<file path="src/rtl/decode_sequencer.sv">
// Fetch-to-execute decode sequencer: 2-entry skid FIFO with opcode-to-immediate-format classification.
// Optional stall counter enabled by defining DECODE_STALL_CNT_EN.
module decode_sequencer #(
   parameter int unsigned PC_W  = 32,
   parameter int unsigned CNT_W = 16
) (
   input  logic             clk,
   input  logic             nrst,
   input  logic             flush,
   input  logic             in_valid,
   output logic             in_ready,
   input  logic [31:0]      inst_in,
   input  logic [PC_W-1:0]  pc_in,
   output logic             out_valid,
   input  logic             out_ready,
   output logic [31:0]      inst_out,
   output logic [PC_W-1:0]  pc_out,
   output logic [2:0]       imm_type,
   output logic             illegal,
   output logic [CNT_W-1:0] stall_cnt
);

   typedef enum logic [1:0] {
      EMPTY = 2'd0,
      ONE   = 2'd1,
      FULL  = 2'd2
   } state_t;

   state_t state;

   // Second (non-head) entry; only meaningful in FULL.
   logic [31:0]     sk_inst;
   logic [PC_W-1:0] sk_pc;
   logic [2:0]      sk_type;
   logic            sk_ill;

   logic [2:0] new_type;
   logic       new_ill;
   logic       push;
   logic       pop;

   always_comb begin
      new_type = '0;
      new_ill  = 1'b0;
      unique case (inst_in[6:0])
         7'b0000011, 7'b0010011, 7'b1100111,
         7'b1110011, 7'b0001111:              new_type = 3'd1;
         7'b0100011:                          new_type = 3'd2;
         7'b1100011:                          new_type = 3'd3;
         7'b1101111:                          new_type = 3'd4;
         7'b0110111, 7'b0010111:              new_type = 3'd5;
         7'b0110011:                          new_type = 3'd0;
         default:                             new_ill  = 1'b1;
      endcase
   end

   assign in_ready  = (state != FULL);
   assign out_valid = (state != EMPTY);
   assign push      = in_valid & in_ready;
   assign pop       = out_valid & out_ready;

   always_ff @(posedge clk or negedge nrst) begin
      if (!nrst) begin
         state    <= EMPTY;
         inst_out <= '0;
         pc_out   <= '0;
         imm_type <= '0;
         illegal  <= 1'b0;
         sk_inst  <= '0;
         sk_pc    <= '0;
         sk_type  <= '0;
         sk_ill   <= 1'b0;
      end else if (flush) begin
         state <= EMPTY;
      end else begin
         unique case (state)
            EMPTY: begin
               if (push) begin
                  inst_out <= inst_in;
                  pc_out   <= pc_in;
                  imm_type <= new_type;
                  illegal  <= new_ill;
                  state    <= ONE;
               end
            end
            ONE: begin
               if (push && pop) begin
                  inst_out <= inst_in;
                  pc_out   <= pc_in;
                  imm_type <= new_type;
                  illegal  <= new_ill;
               end else if (push) begin
                  sk_inst <= inst_in;
                  sk_pc   <= pc_in;
                  sk_type <= new_type;
                  sk_ill  <= new_ill;
                  state   <= FULL;
               end else if (pop) begin
                  state <= EMPTY;
               end
            end
            FULL: begin
               if (pop) begin
                  inst_out <= sk_inst;
                  pc_out   <= sk_pc;
                  imm_type <= sk_type;
                  illegal  <= sk_ill;
                  state    <= ONE;
               end
            end
            default: state <= EMPTY;
         endcase
      end
   end

`ifdef DECODE_STALL_CNT_EN
   // Saturating; deliberately not cleared by flush.
   always_ff @(posedge clk or negedge nrst) begin
      if (!nrst) begin
         stall_cnt <= '0;
      end else if (out_valid && !out_ready && (stall_cnt != '1)) begin
         stall_cnt <= stall_cnt + CNT_W'(1);
      end
   end
`else
   assign stall_cnt = '0;
`endif

endmodule

</file>
<file path="config.mk">
export PLATFORM = sky130hd
export DESIGN_NAME = decode_sequencer
export DESIGN_NICKNAME = d
export VERILOG_FILES = /design/src/rtl/decode_sequencer.sv
export SDC_FILE = /design/constraint.sdc
export NUM_CORES = 1
export LEC_CHECK = 0
export CAP_MARGIN = 40
export CORE_AREA = 3 3 132 134
export CTS_BUF_LIST = sky130_fd_sc_hd__clkbuf_8
export DETAILED_ROUTE_END_ITERATION = 8
export DIE_AREA = 0 0 135 137
export MAX_ROUTING_LAYER = met4
export PLACE_DENSITY = 0.77
export SETUP_SLACK_MARGIN = 0.15
export SLEW_MARGIN = 20
export SYNTH_ARGS = -nofsm -noshare
export SYNTH_HDL_FRONTEND = slang
export SYNTH_SLANG_ARGS = --single-unit
</file>
<file path="constraint.sdc">
create_clock -name clk -period 4.46 [get_ports clk]
set_input_delay 0.892 -clock clk [delete_from_list [all_inputs] [get_ports clk]]
set_output_delay 0.892 -clock clk [all_outputs]
set_load 0.005 [all_outputs]
</file>
# == Yosys cells after proc, flatten, opt, wreduce, memory -nomap -nowiden ==
# Index checks and enable logic that the tools add are counted.
# op_classes
eq_ne,21
mux,25
n_bitwise,4
n_reduce_logical,10
# ops
op,count
2-to-1 mux 32 bit,6
one-hot mux 32 bit (3 select lines),2
"== test 7 bit, second input constant",4
"== test 7 x 6 -> 1 bit, second input constant",3
one-hot mux 3 bit (5 select lines),1
"== test 7 x 5 -> 1 bit, second input constant",2
2-to-1 mux 2 bit,6
OR reduction 11 bit,1
2-to-1 mux 3 bit,3
"!= test 3 bit, second input constant",3
one-hot mux 3 bit (3 select lines),1
"!= test 2 bit, second input constant",4
AND reduction 4 bit,2
"== test 7 x 2 -> 1 bit, second input constant",1
"== test 7 x 4 -> 1 bit, second input constant",1
one-hot mux 2 bit (3 select lines),1
AND reduction 5 bit,1
OR reduction 5 bit,1
2-to-1 mux 1 bit,4
"!= test 4 bit, second input constant",1
one-hot mux 1 bit (3 select lines),1
nonzero test 3 bit,1
AND 1 bit,2
"== test 2 x 1 -> 1 bit, second input constant",1
6 further kinds,7
# totals
reg_bits,138
in_bits,69
elab_cells,69

# == Depth between registers and ports, before layout ==
# Gate-level depths: netlist of run 1.
# depth
ltp_word,7
ltp_mapped,8
ltp_nobuf,5

# == Worst setup path after synthesis of run 1 ==
# OpenSTA, ideal clock, no wires.
# synth_path
path_type,input-to-reg
from,input inst_in[5]
to,register illegal
setup_time_ps,134
arrival_time_ps,2004
path_slack_ps,2322
cell_stages,5
cell_sequence,clkbuf_1 or3b_1 a2111oi_0 a21o_1 o211ai_1
# synth_via
elab_chain_len,5
# synth_lines
element,line,text
start: declaration,12,"input logic [31:0] inst_in,"
== test 7 x 6 -> 1 bit (tied with other cells),45,unique case (inst_in[6:0])
OR reduction 11 bit (no source line) (*),--,
2-to-1 mux 1 bit (*),45,
2-to-1 mux 1 bit (on tied branches),"87, 78",
one-hot mux 1 bit (3 select lines) (*),76,unique case (state)
end signal: assignment,82,illegal <= new_ill;
end signal: assignment,91,illegal <= new_ill;
end signal: assignment,107,illegal <= sk_ill;
end: declaration,19,"output logic illegal,"
# Mark *: on every way between the ends. The rest lies on a longest branch, timed or not. The select of a mux whose other input is x is not followed.
# A chain may end at the register's enable or synchronous reset.

# == Worst setup path in the final report of run 1 ==
# layout_path
from,register state[1]
to,output in_ready
# layout_via
elab_chain_len,1
# layout_lines
element,line,text
start: declaration,29,state_t state;
start signal: assignment,64,state <= EMPTY;
start signal: assignment,74,state <= EMPTY;
start signal: assignment,83,state <= ONE;
!= test 2 bit,57,assign in_ready = (state != FULL);
end: declaration,11,"output logic in_ready,"
# No other way between the ends.

==> impl_metrics.csv, run 1 <==
group,metric,value,unit
timing,worst_slew_pin_slew,750,ps
clock_tree,cts_tree,"built",
finish,diodes,0,
die,start_util,39.3,%
synth,yosysWarningCount,0,
finish,layout-drive-gt1-share,14.0,%
place,port_buffers,138,
worst_setup_path,r2r_cells,6,
finish,finalNonFillerCells,1061,
finish,final_area,8370,um2
clock_tree,cts_buffers,17,
clock_tree,cts-root-buf,"clkbuf_8",
place,dp_cells,1029,
finish,finish.net_count,897,
power_and_ir_drop,p_per_area,411,nW/um2
clock_tree,clock_latency,440,ps
drt,ant_nets,0,
timing,setup_viol_count_final,0,
synth,synthXorXnorAreaFrac,0,%
synth,yosysTopAreaCellShare,53.5,%
place,preCtsSetupSlack,1060,ps
timing,skew,7.94,ps
finish,final_cell_mix,"nand2_1, dfrtp_1, clkdlybuf4s50_1",
timing,hold_viol,0,
timing,maxClockFrequency,336,MHz
timing,drv_slew,0,
synth,netlist_top_cells_area,"dfrtp_1, nand2_1, mux2_2",
synth,syn_avg_cell_area,9.19,um2
flow_run,maxCapViolCount,0,
grt,grt_pass1_vias,4963,
synth,synth_compound_area_share,2.91,%
worst_setup_path,r2r_slack,1820,ps
place,globalplace.congestion,0.790,
power_and_ir_drop,total_power,3440,uW
drt,drc,0,
finish,multi_input_area,2720,um2
die,core_area,16400,um2
grt,antenna_found_initial,0,
die,dieHeight,137,um
timing,setup-tns-final,0,ps
timing,rsz0062_at_grt,"no",
synth,post_synth_and_or_nand_nor_area_fraction,24.9,%
clock_tree,clock-sinks,138,
synth,seq_area_frac_synth,53.5,%
power_and_ir_drop,ir_worst_vdd,0.000212,V
finish,area_growth_syn_to_layout,29.7,%
synth,synth_edf_count,0,
drt,vias_per_cell,4.70,
synth,synth_cells,702,
finish,regArea,3450,um2
synth,synthFlopType,"dfrtp_1",
drt,drt-initial-drc-count,249,
synth,yosysUniqueCellTypes,42,
grt,overflow,0,
die,die_x,135,um
clock_tree,cts_buffer_depth,2,
synth,synth_top_area_cell,"dfrtp_1",
synth,synth-async-reset-ratio,100,%
die,io_pins,155,
synth,muxShareOfSynthArea,13.1,%
grt,grt_pass1_wl,24.9,mm
timing,slew_headroom,50.0,%
place,placed_area,7990,um2
drt,drtPass1Iterations,4,
synth,ys_ff_latch,138,
power_and_ir_drop,power.leakage,0.00410,uW
clock_tree,cts_max_level,4,
die,rows,47,
worst_setup_path,start_kind,"register",
clock_tree,clk_pin_slew,80,ps
finish,layout_commonest_cell,"nand2_1",
timing,fin_crit_sh,66.6,%
finish,fillCellCount,1471,
clock_tree,cts_hold_buf,0,
worst_setup_path,cp.required,3570,ps
worst_setup_path,worstSetupPathType,"reg2out",
synth,syn_area,6450,um2
worst_setup_path,critPathMaxFanout,19,
timing,layout_min_cycle_time,2970,ps
drt,wire_per_inst,14.1,um
worst_setup_path,crit_path_end_kind,"output pin",
die,dieArea,18500,um2
grt,gr-usage-all-layers,17.4,%
synth,synthAdderAreaFrac,0,%
worst_setup_path,worstPathArrival,2080,ps
drt,num_vias,4990,
run_status,outcome,"completed",
clock_tree,post_cts_buffers,0,
timing,fin_ws,1490,ps
min_path,hp-class,"in2async",
drt,drt_wl_total,15.0,mm
clock_tree,cts.repair.resized,0,
grt,grt_start_max_net_pins,73,
synth,synth_top_family_by_area,"simple AND/OR/NAND/NOR gates",
place,dp_hpwl,9.95,mm
worst max-delay path: stages, from the launching register on:
cell and delay [ps]:
dfrtp_1 430, nor2b_4 500, buf_16 220, inv_2 50, clkdlybuf4s50_1 440
cells by family after synthesis:
kind of cell           Yosys count
flip-flops                     138
AO/OA/AOI/OAI                   25
multiplexers                    66
other                            1
buffers and inverters           61
AND/OR/NAND/NOR                411
cell type report:
class	count	share of cell area, %
tap	220	3.29
clock inverter	12	1.18
timing repair buffer	148	18.2
clock buffer	20	3.29
multi-input combinational	518	32.6
sequential	138	41.3
inverter	5	0.224
Yosys cell counts (4+ instances only):
master,count
buf_2,24
buf_4,17
buf_6,4
clkbuf_1,11
dfrtp_1,138
inv_1,5
mux2_2,38
mux2_4,28
nand2_1,386
nor2_1,4
o21ai_0,7
path summary, 6_finish.rpt:
| path | from | end |
|---|---|---|
| worst max-delay path | state[1]$_DFFE_PN0P_ | in_ready |
| worst min-delay path | nrst | inst_out[16]$_DFFE_PN0P_ |
| worst max register to register | state[1]$_DFFE_PN0P_ | pc_out[19]$_DFFE_PN0P_ |
| worst min register to register | sk_inst[25]$_DFFE_PN0P_ | sk_inst[25]$_DFFE_PN0P_ |
| max in group asynchronous | nrst | sk_pc[26]$_DFFE_PN0P_ |
| min in group clk | sk_inst[25]$_DFFE_PN0P_ | sk_inst[25]$_DFFE_PN0P_ |
per-stage QoR:
step                utilization (%)  hold WS [ps]
finish                         51.0           330
global placement               48.4           457
floorplan                         -           442
detailed placement             48.7           462
CTS                            51.0           312
global route                   51.0           322
sequential cells by signal, summed over array words and instances (netlist names):
name and cells:
pc_out 32, imm_type 3, sk_inst 32, sk_type 3, illegal 1, inst_out 32
sk_ill 1, state 2, sk_pc 32
power breakdown:
part / total, uW / internal [uW] / switching, uW
Combinational: 788 / 494 / 293
Clock: 963 / 480 / 483
Sequential: 1690 / 1530 / 153
metal layers:
| layer | GRT usage [%] | part of all wire, % |
|---|---|---|
| met1 | 22.0 | 45 |
| met2 | 27.7 | 48 |
| met3 | 4.01 | 5.1 |
| met4 | 5.99 | 1.7 |
| met5 | - | 0 |
Note: power is estimated with default switching activity, not from simulation.
==> run 2: changes to the inputs <==
==> constraint.sdc (replaced) <==
create_clock -name clk -period 3.03 [get_ports clk]
set_input_delay 0.606 -clock clk [delete_from_list [all_inputs] [get_ports clk]]
set_output_delay 0.606 -clock clk [all_outputs]
set_load 0.005 [all_outputs]
==> impl_metrics.csv, run 2 (synthesized netlist as in run 1, its figures left out) <==
group,metric,value,unit
run_status,outcome,"completed",
timing,drv_slew,0,
place,dp_hpwl,9.69,mm
finish,layout-drive-gt1-share,14.1,%
drt,m1WireLength,6.84,mm
worst_setup_path,r2r_slack,920,ps
finish,multi_input_area,2720,um2
clock_tree,post_cts_buffers,0,
die,dieArea,18500,um2
power_and_ir_drop,power.leakage,0.00410,uW
finish,finish.net_count,898,
clock_tree,cts_buffer_depth,2,
grt,grt_pass1_wl,24.2,mm
worst_setup_path,cpMaxStageDelayCell,"clkdlybuf4s50_1",
drt,drt_wl_total,15.0,mm
clock_tree,cts_tree,"built",
finish,area_growth_syn_to_layout,30.0,%
drt,wire_per_inst,14.2,um
worst_setup_path,cp.depth,2,
worst_setup_path,crit_path_end_kind,"output pin",
worst_setup_path,worstSetupPathType,"reg2out",
power_and_ir_drop,p_per_area,620,nW/um2
timing,fin_crit_sh,73.9,%
die,rows,47,
drt,vias_per_cell,4.67,
worst_setup_path,r2r_cells,5,
clock_tree,cts_hold_buf,0,
die,start_util,39.3,%
place,placed_area,7970,um2
drt,wl_met3,756,um
timing,worst_slew_pin_slew,772,ps
drt,drt-initial-drc-count,339,
clock_tree,cts-root-buf,"clkbuf_8",
grt,grt_pass1_vias,4711,
timing,hold_viol,0,
timing,slew_headroom,48.5,%
worst_setup_path,path_cells,"or2_2, clkdlybuf4s50_1",
min_path,hp-class,"in2async",
timing,setup-tns-final,0,ps
worst_setup_path,path_delay_family,"buffers and inverters",
place,globalplace.congestion,0.764,
drt,drc,0,
finish,regArea,3450,um2
die,dieHeight,137,um
die,io_pins,155,
flow_run,maxCapViolCount,0,
worst_setup_path,start_kind,"register",
clock_tree,cts_buffers,17,
worst_setup_path,critPathMaxStageDelay,450,ps
timing,hold_slack,142,ps
timing,setup_viol_count_final,0,
finish,final_area,8390,um2
drt,num_vias,4963,
die,die_x,135,um
timing,skew,6.03,ps
timing,maxClockFrequency,446,MHz
clock_tree,clock_latency,430,ps
grt,overflow,0,
clock_tree,clk_pin_slew,80,ps
die,core_area,16400,um2
timing,rsz0062_at_grt,"no",
clock_tree,cts.repair.resized,0,
finish,layout_commonest_cell,"nand2_1",
power_and_ir_drop,ir_worst_vdd,0.000290,V
clock_tree,clock-sinks,138,
grt,antenna_found_initial,1,
place,port_buffers,138,
finish,fillCellCount,1470,
worst_setup_path,path_buf_inv,1,
drt,drtPass1Iterations,4,
place,preCtsSetupSlack,407,ps
worst_setup_path,r2r_start,"state[1]$_DFFE_PN0P_",
drt,route.met2.wl,7.31,mm
grt,grt_start_max_net_pins,66,
finish,final_cell_mix,"nand2_1, dfrtp_1, clkdlybuf4s50_1",
grt,gr-usage-all-layers,16.9,%
timing,layout_min_cycle_time,2240,ps
timing,fin_ws,790,ps
worst_setup_path,reg2reg_to,"imm_type[1]$_DFFE_PN0P_",
drt,top_layer,"met4",
drt,ant_nets,0,
worst_setup_path,critPathMaxFanout,6,
worst_setup_path,cp.required,2420,ps
clock_tree,cts_max_level,4,
worst_setup_path,worstPathArrival,1630,ps
-- run 2: changes by cell type in the layout (fill, tap and decap cells not counted) --
cell,delta
buf_16,-2
clkinv_2,-1
clkbuf_8,-1
inv_6,-1
buf_4,+2
inv_1,-1
buf_12,+1
diode_2,+1
clkinvlp_4,+1
bufinv_16,+2
-- run 2: through the flow --
step / std cells / power (uW) / utilization [%]
floorplan: 717 / 3040 / -
global placement: 1030 / 3650 / 48.6
detailed placement: 1030 / 3690 / 48.6
CTS: 1061 / 5270 / 51.1
global route: 1062 / 5500 / 51.1
finish: 1062 / 5200 / 51.1
-- run 2: report_power, final --
| group | total, uW | internal (uW) | switching, uW |
|---|---|---|---|
| registers | 2480 | 2260 | 225 |
| clock network | 1560 | 848 | 713 |
| logic | 1160 | 725 | 435 |
| total | 5200 | 3830 | 1370 |
-- run 2: routing by layer --
metal  GRT usage (%)  vias up
met4            3.92        0
met1            21.9     2397
li1                -     2437
met5               -        -
met2            26.7      120
met3            4.82        9
-- run 2: cell type report --
| cell class | count | area share [%] |
|---|---|---|
| Clock buffer | 19 | 3.12 |
| Antenna cell | 1 | 0.0298 |
| Tap cell | 220 | 3.28 |
| Timing Repair Buffer | 149 | 17.9 |
| Inverter | 5 | 0.224 |
| Multi-Input combinational cell | 518 | 32.5 |
| Clock inverter | 12 | 1.78 |
| Sequential cell | 138 | 41.2 |
-- run 2: worst max-delay path by stage --
stage,start,slack [ps],to
6_report,state[1]$_DFFE_PN0P_,790,out_valid
5_1_grt,state[1]$_DFFE_PN0P_,690,out_valid
4_1_cts,state[1]$_DFFE_PN0P_,750,out_valid
3_5_place_dp,in_valid,410,pc_out[12]$_DFFE_PN0P_
3_3_place_gp,in_valid,440,pc_out[25]$_DFFE_PN0P_
2_1_floorplan,inst_in[5],1180,illegal$_DFFE_PN0P_
==> run 3: changes to the inputs <==
==> constraint.sdc (replaced) <==
create_clock -name clk -period 2.3 [get_ports clk]
set_input_delay 0.46 -clock clk [delete_from_list [all_inputs] [get_ports clk]]
set_output_delay 0.46 -clock clk [all_outputs]
set_load 0.005 [all_outputs]
==> impl_metrics.csv, run 3 (synthesized netlist as in run 1, its figures left out) <==
group,metric,value,unit
run_status,outcome,"completed",
power_and_ir_drop,p_comb_share,23.9,%
power_and_ir_drop,switchingPower,1780,uW
die,die_x,135,um
worst_setup_path,r2r_start,"state[1]$_DFFE_PN0P_",
drt,drc,0,
timing,rsz0062_at_grt,"no",
grt,grt_pass1_wl,24.9,mm
drt,m1WireLength,6.81,mm
place,port_buffers,138,
power_and_ir_drop,ir_worst_vdd,0.000330,V
finish,multi_input_area,2720,um2
timing,hold_viol,0,
drt,top_layer,"met4",
grt,overflow,0,
die,dieArea,18500,um2
clock_tree,cts_buffers,17,
clock_tree,cts-root-buf,"clkbuf_8",
drt,route.met2.wl,7.22,mm
clock_tree,clock_latency,430,ps
clock_tree,clk_pin_slew,80,ps
timing,maxClockFrequency,495,MHz
power_and_ir_drop,p_int,4760,uW
die,core_area,16400,um2
flow_run,maxCapViolCount,0,
clock_tree,clock-sinks,138,
grt,grt_start_max_net_pins,55,
finish,final_cell_mix,"nand2_1, dfrtp_1, clkdlybuf4s50_1",
clock_tree,cts_buffer_depth,2,
worst_setup_path,cp.required,1840,ps
drt,vias_per_cell,4.67,
finish,finish.net_count,916,
power_and_ir_drop,p_sw_share,27.2,%
worst_setup_path,path_cells,"nor2b_4, inv_6, clkdlybuf4s50_1",
worst_setup_path,worstPathArrival,1560,ps
worst_setup_path,cp-startpoint,"state[1]$_DFFE_PN0P_",
power_and_ir_drop,power.leakage,0.00420,uW
die,io_pins,155,
worst_setup_path,start_kind,"register",
grt,antenna_found_initial,0,
die,start_util,39.3,%
finish,layout_commonest_cell,"nand2_1",
drt,drtPass1Iterations,5,
worst_setup_path,cpMaxStageDelayCell,"clkdlybuf4s50_1",
place,dp_hpwl,10.1,mm
grt,grt_pass1_vias,4907,
drt,num_vias,5042,
drt,ant_nets,0,
finish,fillCellCount,1488,
clock_tree,cts_tree,"built",
power_and_ir_drop,p_clk_share,26.0,%
worst_setup_path,critPathMaxStageDelay,490,ps
timing,fin_crit_sh,87.9,%
min_path,hold_start,"sk_pc[30]$_DFFE_PN0P_",
drt,wl_met3,835,um
clock_tree,cts_max_level,4,
drt,wire_per_inst,14.0,um
die,dieHeight,137,um
min_path,hp-class,"reg2reg",
timing,hold_slack,477,ps
finish,diodes,0,
drt,drt_wl_total,15.1,mm
timing,setup-tns-final,0,ps
power_and_ir_drop,power_frac_seq,50.1,%
finish,area_growth_syn_to_layout,31.8,%
worst_setup_path,worstSetupPathType,"reg2out",
die,rows,47,
finish,layout-drive-gt1-share,15.5,%
power_and_ir_drop,p_per_area,769,nW/um2
finish,regArea,3450,um2
timing,skew,8.97,ps
worst_setup_path,crit_path_end_kind,"output pin",
timing,setup_viol_count_final,0,
timing,drv_slew,0,
place,preCtsSetupSlack,84.2,ps
drt,drt-initial-drc-count,361,
worst_setup_path,critPathMaxFanout,5,
timing,fin_ws,279,ps
grt,gr-usage-all-layers,17.5,%
timing,layout_min_cycle_time,2020,ps
place,globalplace.congestion,0.806,
[run 3: changes by cell type in the layout (fill, tap and decap cells not counted), moves of 2 or more]
cell,previous run,this run
clkinvlp_4,4,2
bufinv_16,3,0
inv_1,4,8
buf_4,8,21
buf_12,3,7
[run 3: what timing repair did]
| item | 4_1_cts | 5_1_grt |
|---|---|---|
| hold buffers | 1 | 0 |
| setup endpoints to repair | 1 | 1 |
| endpoints found under the hold margin | 42 | 0 |
| buffers inserted | 2 | 1 |
| resized for setup | 2 | 2 |
[run 3: path summary, 6_finish.rpt]
kind                                       endpoint  slack [ps]  cells after the start
setup / recovery                           in_ready         280                      3
hold / removal                sk_pc[30]$_DFFE_PN0P_         480                      2
setup reg to reg           inst_out[20]$_DFFE_PN0P_         490                      6
hold reg to reg               sk_pc[30]$_DFFE_PN0P_         480                      2
max in group asynchronous      state[0]$_DFFE_PN0P_        1150                      3
min in group asynchronous  inst_out[18]$_DFFE_PN0P_         520                      2
[run 3: critical path, delay by kind of cell, from the launching register on]
kind | cells | cell delay, ps
flip-flops | 1 | 430
AND/OR/NAND/NOR | 1 | 160
buffers and inverters | 2 | 540
[run 3: area by class of cell]
class / instances / area share, %
clock buffers: 20 / 3.24
clock inverters: 11 / 0.691
inverters: 5 / 0.280
multi-input cells: 518 / 32.0
flip-flops and latches: 138 / 40.6
well taps: 220 / 3.24
repair buffers: 167 / 19.9
[run 3: layer usage]
metal,track usage (%),vias up
met3,4.60,20
met4,5.77,0
met2,27.0,141
met5,-,-
met1,22.6,2413
li1,-,2468
[run 3: power groups by stage]
| stage | clock, uW | sequential, uW | combinational (uW) |
|---|---|---|---|
| after floorplan | 0 | 3280 | 722 |
| after global placement | 0 | 3300 | 1540 |
| after detailed placement | 0 | 3310 | 1580 |
| after CTS | 1770 | 3280 | 1590 |
| after global routing | 1890 | 3350 | 1730 |
| final | 1700 | 3270 | 1560 |
[run 3: per-stage QoR]
stage                     utilization [%]  cell area, um2  cells  total power, uW
after floorplan                         -            6510    717             4000
after global placement               49.5            8130   1044             4840
after detailed placement             49.5            8130   1044             4900
after CTS                            51.8            8490   1078             6640
after global routing                 51.8            8500   1079             6970
final                                51.8            8500   1079             6540
